## src/rtl/mem_port_arbiter.sv

```systemverilog
// Instruction-fetch / data-memory arbiter for one fixed-latency single-port 16-bit memory.
// Optional build macro ARB_RR_EN: round-robin contention instead of dm priority with starvation guard.
module mem_port_arbiter #(
    parameter int unsigned MEM_LAT    = 2,
    parameter int unsigned STARVE_MAX = 4
) (
    input  logic        clk,
    input  logic        rst,
    input  logic        if_req,
    input  logic [15:0] if_addr,
    output logic [15:0] if_rdata,
    output logic        if_valid,
    output logic        if_stall,
    input  logic        dm_req,
    input  logic        dm_we,
    input  logic [15:0] dm_addr,
    input  logic [15:0] dm_wdata,
    output logic [15:0] dm_rdata,
    output logic        dm_valid,
    output logic        dm_stall,
    output logic        mem_en,
    output logic        mem_we,
    output logic [15:0] mem_addr,
    output logic [15:0] mem_wdata,
    input  logic [15:0] mem_rdata
);
    typedef enum logic [1:0] {IDLE, ISSUE, WAIT, DONE} state_t;

    localparam logic [3:0] LAT = 4'(MEM_LAT);

    state_t     state_q, state_d;
    logic       grant;
    logic       pick_dm;
    logic       win_dm;
    logic [3:0] lat_cnt;
    logic       cap;
    logic       finish;

`ifdef ARB_RR_EN
    logic       last_dm;
`else
    localparam logic [3:0] SMAX = 4'(STARVE_MAX);
    logic [3:0] starve_cnt;
`endif

    assign if_stall = if_req & ~if_valid;
    assign dm_stall = dm_req & ~dm_valid;

    assign cap    = (state_q == WAIT) && (lat_cnt == 4'd1);
    assign finish = ((state_q == ISSUE) && mem_we) || cap;

    always_ff @(posedge clk) begin
        if (rst) state_q <= IDLE;
        else     state_q <= state_d;
    end

    always_comb begin
        state_d = state_q;
        grant   = 1'b0;
        pick_dm = 1'b0;
        case (state_q)
            IDLE: begin
                if (if_req || dm_req) begin
                    grant   = 1'b1;
`ifdef ARB_RR_EN
                    pick_dm = dm_req && (!if_req || !last_dm);
`else
                    pick_dm = dm_req && (!if_req || (starve_cnt != SMAX));
`endif
                    state_d = ISSUE;
                end
            end
            ISSUE:   state_d = mem_we ? DONE : WAIT;
            WAIT:    if (lat_cnt == 4'd1) state_d = DONE;
            DONE:    state_d = IDLE;
            default: state_d = IDLE;
        endcase
    end

    // mem_addr/mem_we/mem_wdata double as the latched request for the whole access
    always_ff @(posedge clk) begin
        if (rst) begin
            if_rdata   <= '0;
            dm_rdata   <= '0;
            if_valid   <= 1'b0;
            dm_valid   <= 1'b0;
            mem_en     <= 1'b0;
            mem_we     <= 1'b0;
            mem_addr   <= '0;
            mem_wdata  <= '0;
            win_dm     <= 1'b0;
            lat_cnt    <= '0;
`ifdef ARB_RR_EN
            last_dm    <= 1'b0;
`else
            starve_cnt <= '0;
`endif
        end else begin
            mem_en   <= grant;
            if_valid <= finish & ~win_dm;
            dm_valid <= finish & win_dm;

            if (grant) begin
                win_dm    <= pick_dm;
                mem_addr  <= pick_dm ? dm_addr : if_addr;
                mem_we    <= pick_dm & dm_we;
                mem_wdata <= pick_dm ? dm_wdata : '0;
            end

            if (state_q == ISSUE)     lat_cnt <= LAT;
            else if (state_q == WAIT) lat_cnt <= lat_cnt - 4'd1;

            if (cap) begin
                if (win_dm) dm_rdata <= mem_rdata;
                else        if_rdata <= mem_rdata;
            end

`ifdef ARB_RR_EN
            if (grant) last_dm <= pick_dm;
`else
            if (state_q == IDLE) begin
                if (if_req && dm_req && pick_dm)
                    starve_cnt <= (starve_cnt == SMAX) ? SMAX : starve_cnt + 4'd1;
                else
                    starve_cnt <= '0;
            end
`endif
        end
    end
endmodule

```

## config.mk

```make
export PLATFORM = sky130hd
export DESIGN_NAME = mem_port_arbiter
export DESIGN_NICKNAME = d
export VERILOG_FILES = /design/src/rtl/mem_port_arbiter.sv
export SDC_FILE = /design/constraint.sdc
export NUM_CORES = 1
export LEC_CHECK = 0
export CORE_ASPECT_RATIO = 1.1
export CORE_MARGIN = 2
export CORE_UTILIZATION = 42
export CTS_CLUSTER_DIAMETER = 200
export DETAILED_ROUTE_END_ITERATION = 6
export PLACE_DENSITY = 0.87
export RECOVER_POWER = 100
export SLEW_MARGIN = 20
export SYNTH_ARGS = -nofsm -noshare
export SYNTH_HDL_FRONTEND = slang
export SYNTH_SLANG_ARGS = --single-unit
```

## constraint.sdc

```tcl
create_clock -name clk -period 1.89 [get_ports clk]
set_input_delay 0.4725 -clock clk [delete_from_list [all_inputs] [get_ports clk]]
set_output_delay 0.4725 -clock clk [all_outputs]
set_load 0.005 [all_outputs]
```

### Yosys cells after proc, flatten, opt, wreduce, memory -nomap -nowiden

Cells that the tools add are included.

* flip-flop bits (word level): 79
* input bits: 69
* output and inout port bits: 70
* logic and storage cells: 60

* add/sub/neg operators: 2
* eq/ne operators: 8
* muxes and demuxes: 14
* bitwise gates (word level): 8
* reductions and logical operators: 15

Operators with widths (number)
* 2-to-1 mux 16 bit: 2
* 2-to-1 mux 2 bit: 4
* 2-to-1 mux 4 bit: 2
* case mux 2 bit (4 select lines): 1
* AND reduction 2 bit: 3
* AND 1 bit: 5
* logical AND 1 bit: 5
* 2-to-1 mux 1 bit: 5
* adder 4 x 1 -> 4 bit (second input constant): 1
* equality test 2 bit (second input constant): 2
* equality test 4 x 1 -> 1 bit (second input constant): 1
* equality test 4 x 3 -> 1 bit (second input constant): 1
* != test 2 bit (second input constant): 2
* != test 4 x 3 -> 1 bit (second input constant): 1
* subtractor 4 x 1 -> 4 bit (second input constant): 1
* logical OR 1 bit: 3
* inverter 1 bit: 3
* equality test 2 x 1 -> 1 bit (second input constant): 1
* zero test 2 bit: 1
* nonzero test 2 bit: 1
* OR reduction 2 bit: 1
* zero test 1 bit: 1

### Longest topological paths before layout

* word-level depth: 7
* gate-level depth with buffers: 8
* mapped depth without buffers: 5

### Worst setup path before layout

OpenSTA, ideal clock, no wires.

* kind: reg2reg
* start: reg state_q[0]
* end: reg starve_cnt[2]
* library setup time: 97 ps
* data arrival time: 1429 ps
* required time: 1793 ps
* path slack: 365 ps
* stages on the path, launching flop included: 7
* path buffers: 1
* period minus slack after synthesis: 1525 ps
* cells stage by stage: dfxtp_1 > inv_1 > ha_1 > and2_4 > nand2_4 > buf_6 > o41ai_4

* word-level cells in the longest chain between the ends: 4

RTL lines
* start: declaration: line 31 `state_t state_q, state_d;`
* start signal: assignment: line 54 `else state_q <= state_d;`
* zero test 2 bit (*): line 61, 121
* 2-to-1 mux 1 bit: line 61 `case (state_q)`
* logical AND 1 bit: line 122 `if (if_req && dm_req && pick_dm)`
* 2-to-1 mux 4 bit: line 122
* end signal: assignment: line 123 `starve_cnt <= (starve_cnt == SMAX) ? SMAX : starve_cnt + 4'd1;`
* end: declaration: line 43 `logic [3:0] starve_cnt;`

Mark *: on every way between the ends. The rest lies on a longest branch, timed or not.
A chain may end at the register's enable or synchronous reset.

### Final worst setup path

* start: in dm_req
* end: out dm_stall

* word-level cells in the longest chain between the ends: 1

RTL lines
* start: declaration: line 14 `input logic dm_req,`
* AND 1 bit: line 47 `assign dm_stall = dm_req & ~dm_valid;`
* end: declaration: line 20 `output logic dm_stall,`

No other way between the ends.

==> flow_summary_export.csv <==
group,metric,value,unit
finish,n_antenna_cell,0,
sta,final.period_utilization,97.1,%
global_route,grt_pass1_vias,3257,
die,die-area,8830,µm²
power_and_ir_drop,comb_power_share,37.3,%
sta,fin_crit,1.84,ns
critical_path,r2r_setup_slack,0.12,ns
sta,finalHoldViolCount,0,
synth,synthMuxAreaShare,0.589,%
synth,synth_xor_area_share,0.773,%
power_and_ir_drop,intPower,3.55,mW
power_and_ir_drop,p_leak,1.98,nW
detailed_routing,drcViolationCount,0,
power_and_ir_drop,swShare,33.3,%
synth,synth_area,3400,µm²
power_and_ir_drop,power_density,1040,nW/µm²
placed_design,globalplace.congestion,0.809,
finish,final_area,5100,µm²
placed_design,port_buffers,138,
detailed_routing,vias,3354,
die,die_h,98.4,µm
sta,clock_skew,0.0110,ns
synth,syn-instance-count,386,
global_route,grt_pass1_wl,15800,µm
synth,synth_compound_area_share,24.1,%
sta,tightest_slew,0.441,ns
die,core-area,7870,µm²
power_and_ir_drop,vdd_drop_max,0.600,mV
synth,synth_nets,462,
worst_hold_path,hold_class,"in2reg",
synth,synthAdderAreaFrac,2.58,%
sta,setup_viol,0,
synth,synth-seq-cells,79,
power_and_ir_drop,p_sw,1.77,mW
sta,setup-tns-final,0,ns
sta,finalMaxSlewViolations,0,
critical_path,reg2reg_to,"if_rdata[13]$_SDFFE_PP0P_",
die,core.rowCount,34,
critical_path,cp-startpoint,"dm_req",
cts,h-tree-depth,3,
critical_path,crit_path_end_kind,"output port",
global_route,antenna_found_initial,0,
finish,nets,593,
detailed_routing,drt_iter0_drc,192,
critical_path,cp.required,1.42,ns
cts,clkTransAtPathRegs,0.08,ns
critical_path,path_max_fanout,2,
cts,cts_tree,"built",
placed_design,hpwl,6840,µm
synth,yosysWarnings,0,
flow_run,cap_viol_max_count,0,
critical_path,start_kind,"primary input",
power_and_ir_drop,clockPowerShare,24.3,%
cts,root_buffer,"clkbuf_8",
sta,rsz0062_at_grt,"no",
detailed_routing,viasPerCell,5.32,
worst_hold_path,min_from,"rst",
cts,cts_buffers,9,
detailed_routing,ant_nets,0,
critical_path,path_class,"in2out",
finish,drive_above_1_share,9.58,%
finish,syn_to_final_growth,49.9,%
finish,final_common_cell,"dfxtp_1",
global_route,grt_usage,21.7,%
synth,synth_simple_gate_area_share,18.6,%
synth,yosysUniqueCellTypes,38,
synth,synth-seq-area-share,46.5,%
critical_path,critPathArrivalTime,1.36,ns
global_route,grt_overflow,0,
worst_hold_path,min_path_cells,2,
sta,fmax,0.545,GHz
die,die_x,89.8,µm
power_and_ir_drop,pwr-share-seq,38.4,%
detailed_routing,wl,9800,µm
cts,clk_path_buf_depth,2,
detailed_routing,dr.pass1.iters,4,
critical_path,rr_startpoint,"state_q[0]$_SDFFE_PP0P_",
placed_design,placed_cell_area,4930,µm²
detailed_routing,detail_route.wl_per_cell,15.6,µm
status,run_status,"finished clean",
cts,cts_sinks,79,
critical_path,worst-r2r-cell-count,6,
die,boundaryPins,139,
die,initial_utilization,43.2,%
global_route,grt_max_degree,40,
cts,clock_latency,0.34,ns
synth,avgSynthCellArea,8.81,µm²
finish,mostFrequentLayoutCells,"dfxtp_1, dlygate4sd3_1, clkdlybuf4s50_1, nor2_1, a21oi_1",
worst_hold_path,holdPathEnd,"mem_wdata[6]$_SDFFE_PP0P_",
sta,slew_headroom,70.2,%
synth,synth_top_family_by_area,"compound AO/OA/AOI/OAI gates",
## worst max-delay path, stage by stage
cell and delay [ns]:
clkdlybuf4s50_1 0.50, nor2b_1 0.14, dlygate4sd2_1 0.25
## through the flow
stage / cells / setup slack [ns] / total power [mW] / util [%] / hold slack, ns
2_1_floorplan: 386 / 0.365 / 3.27 / - / 0.465
3_5_place_dp: 614 / -0.251 / 4.17 / 62.6 / 0.467
3_3_place_gp: 614 / -0.214 / 4.08 / 62.6 / 0.460
5_1_grt: 630 / 0.00737 / 5.64 / 64.8 / 0.410
4_1_cts: 630 / 0.0490 / 5.46 / 65.2 / 0.421
6_report: 630 / 0.0547 / 5.32 / 64.8 / 0.427
## sequential cells by signal, summed over array words and instances, names as in the netlist, 2 cells and up
signal	cells
dm_rdata	16
starve_cnt	4
mem_addr	16
state_q	2
if_rdata	16
mem_wdata	16
lat_cnt	4
## what timing repair did
action | in CTS | in global routing
setup buffers | 0 | 0
setup endpoints to repair | 2 | 4
gates resized for setup | 2 | 5
pin swaps | 0 | 0
hold buffers | 0 | 0
cloned | 0 | 0
## cell type report
type	instances	area, µm²
multi-input cells	259	1570
clock inverters	5	56.3
repair buffers	157	1560
fillers	625	2770
well taps	108	135
clock buffers	11	151
inverters	11	41.3
flip-flops and latches	79	1580
## power groups by stage
stage	logic, mW	registers [mW]	clock network [mW]
2_1_floorplan	1.19	2.08	0
3_3_place_gp	2.00	2.08	0
3_5_place_dp	2.08	2.09	0
4_1_cts	2.08	2.06	1.32
5_1_grt	2.18	2.08	1.38
6_report	1.99	2.04	1.29
## Yosys cell counts
cell	number	area, µm²
a211oi_1	3	22.5
a2111oi_0	6	52.6
buf_2	10	50.1
nand2_4	1	11.3
o32ai_1	1	8.76
nor3b_1	1	7.51
nor4b_1	1	8.76
mux2i_1	2	20.0
clkbuf_1	19	71.3
nor2_1	53	199
nor3_1	19	95.1
nand3_1	35	175
and4b_1	1	10.0
buf_6	3	33.8
o41ai_4	1	27.5
and2_4	1	8.76
nand4b_1	1	8.76
o21ai_4	1	16.3
a21oi_1	39	195
nand4bb_1	1	11.3
nand4_1	2	12.5
buf_4	5	37.5
a2111oi_2	10	150
o311ai_1	1	8.76
inv_1	11	41.3
dfxtp_1	79	1580
ha_1	7	87.6
a32oi_1	17	149
xnor2_1	2	17.5
o21a_4	1	15.0
nor2b_1	3	18.8
nor4bb_1	1	10.0
or3b_1	1	8.76
nand2_1	11	41.3
xor2_1	1	8.76
o21ai_0	33	165
and2_1	1	6.26
a21o_1	1	7.51
## worst max path at each step
| stage | to | slack (ns) |
|---|---|---|
| 6_report | dm_stall | 0.05 |
| 5_1_grt | mem_addr[0]$_SDFFE_PP0P_ | 0.007 |
| 4_1_cts | dm_stall | 0.05 |
| 3_5_place_dp | mem_addr[5]$_SDFFE_PP0P_ | -0.25 |
| 3_3_place_gp | dm_stall | -0.21 |
| 2_1_floorplan | starve_cnt[2]$_SDFFE_PP0P_ | 0.36 |
## per-layer routing
metal | track usage [%] | vias to the layer above | part of all wire (%)
met4 | 7.46 | 0 | 1.8
met1 | 26.9 | 1587 | 41
met2 | 37.8 | 102 | 52
met3 | 4.24 | 14 | 4.8
li1 | - | 1651 | -
met5 | 0 | - | 0
## cell families (layout without fill, tap and decap cells)
logic type / count (synthesis) / in the layout
AO/OA/AOI/OAI: 114 / 114
buffers and inverters: 48 / 184
flip-flops: 79 / 79
XOR/XNOR: 3 / 3
multiplexers: 2 / 2
adder cells (fa/ha/maj): 7 / 7
AND/OR/NAND/NOR: 133 / 133
Power figures use the tool's default switching activity.
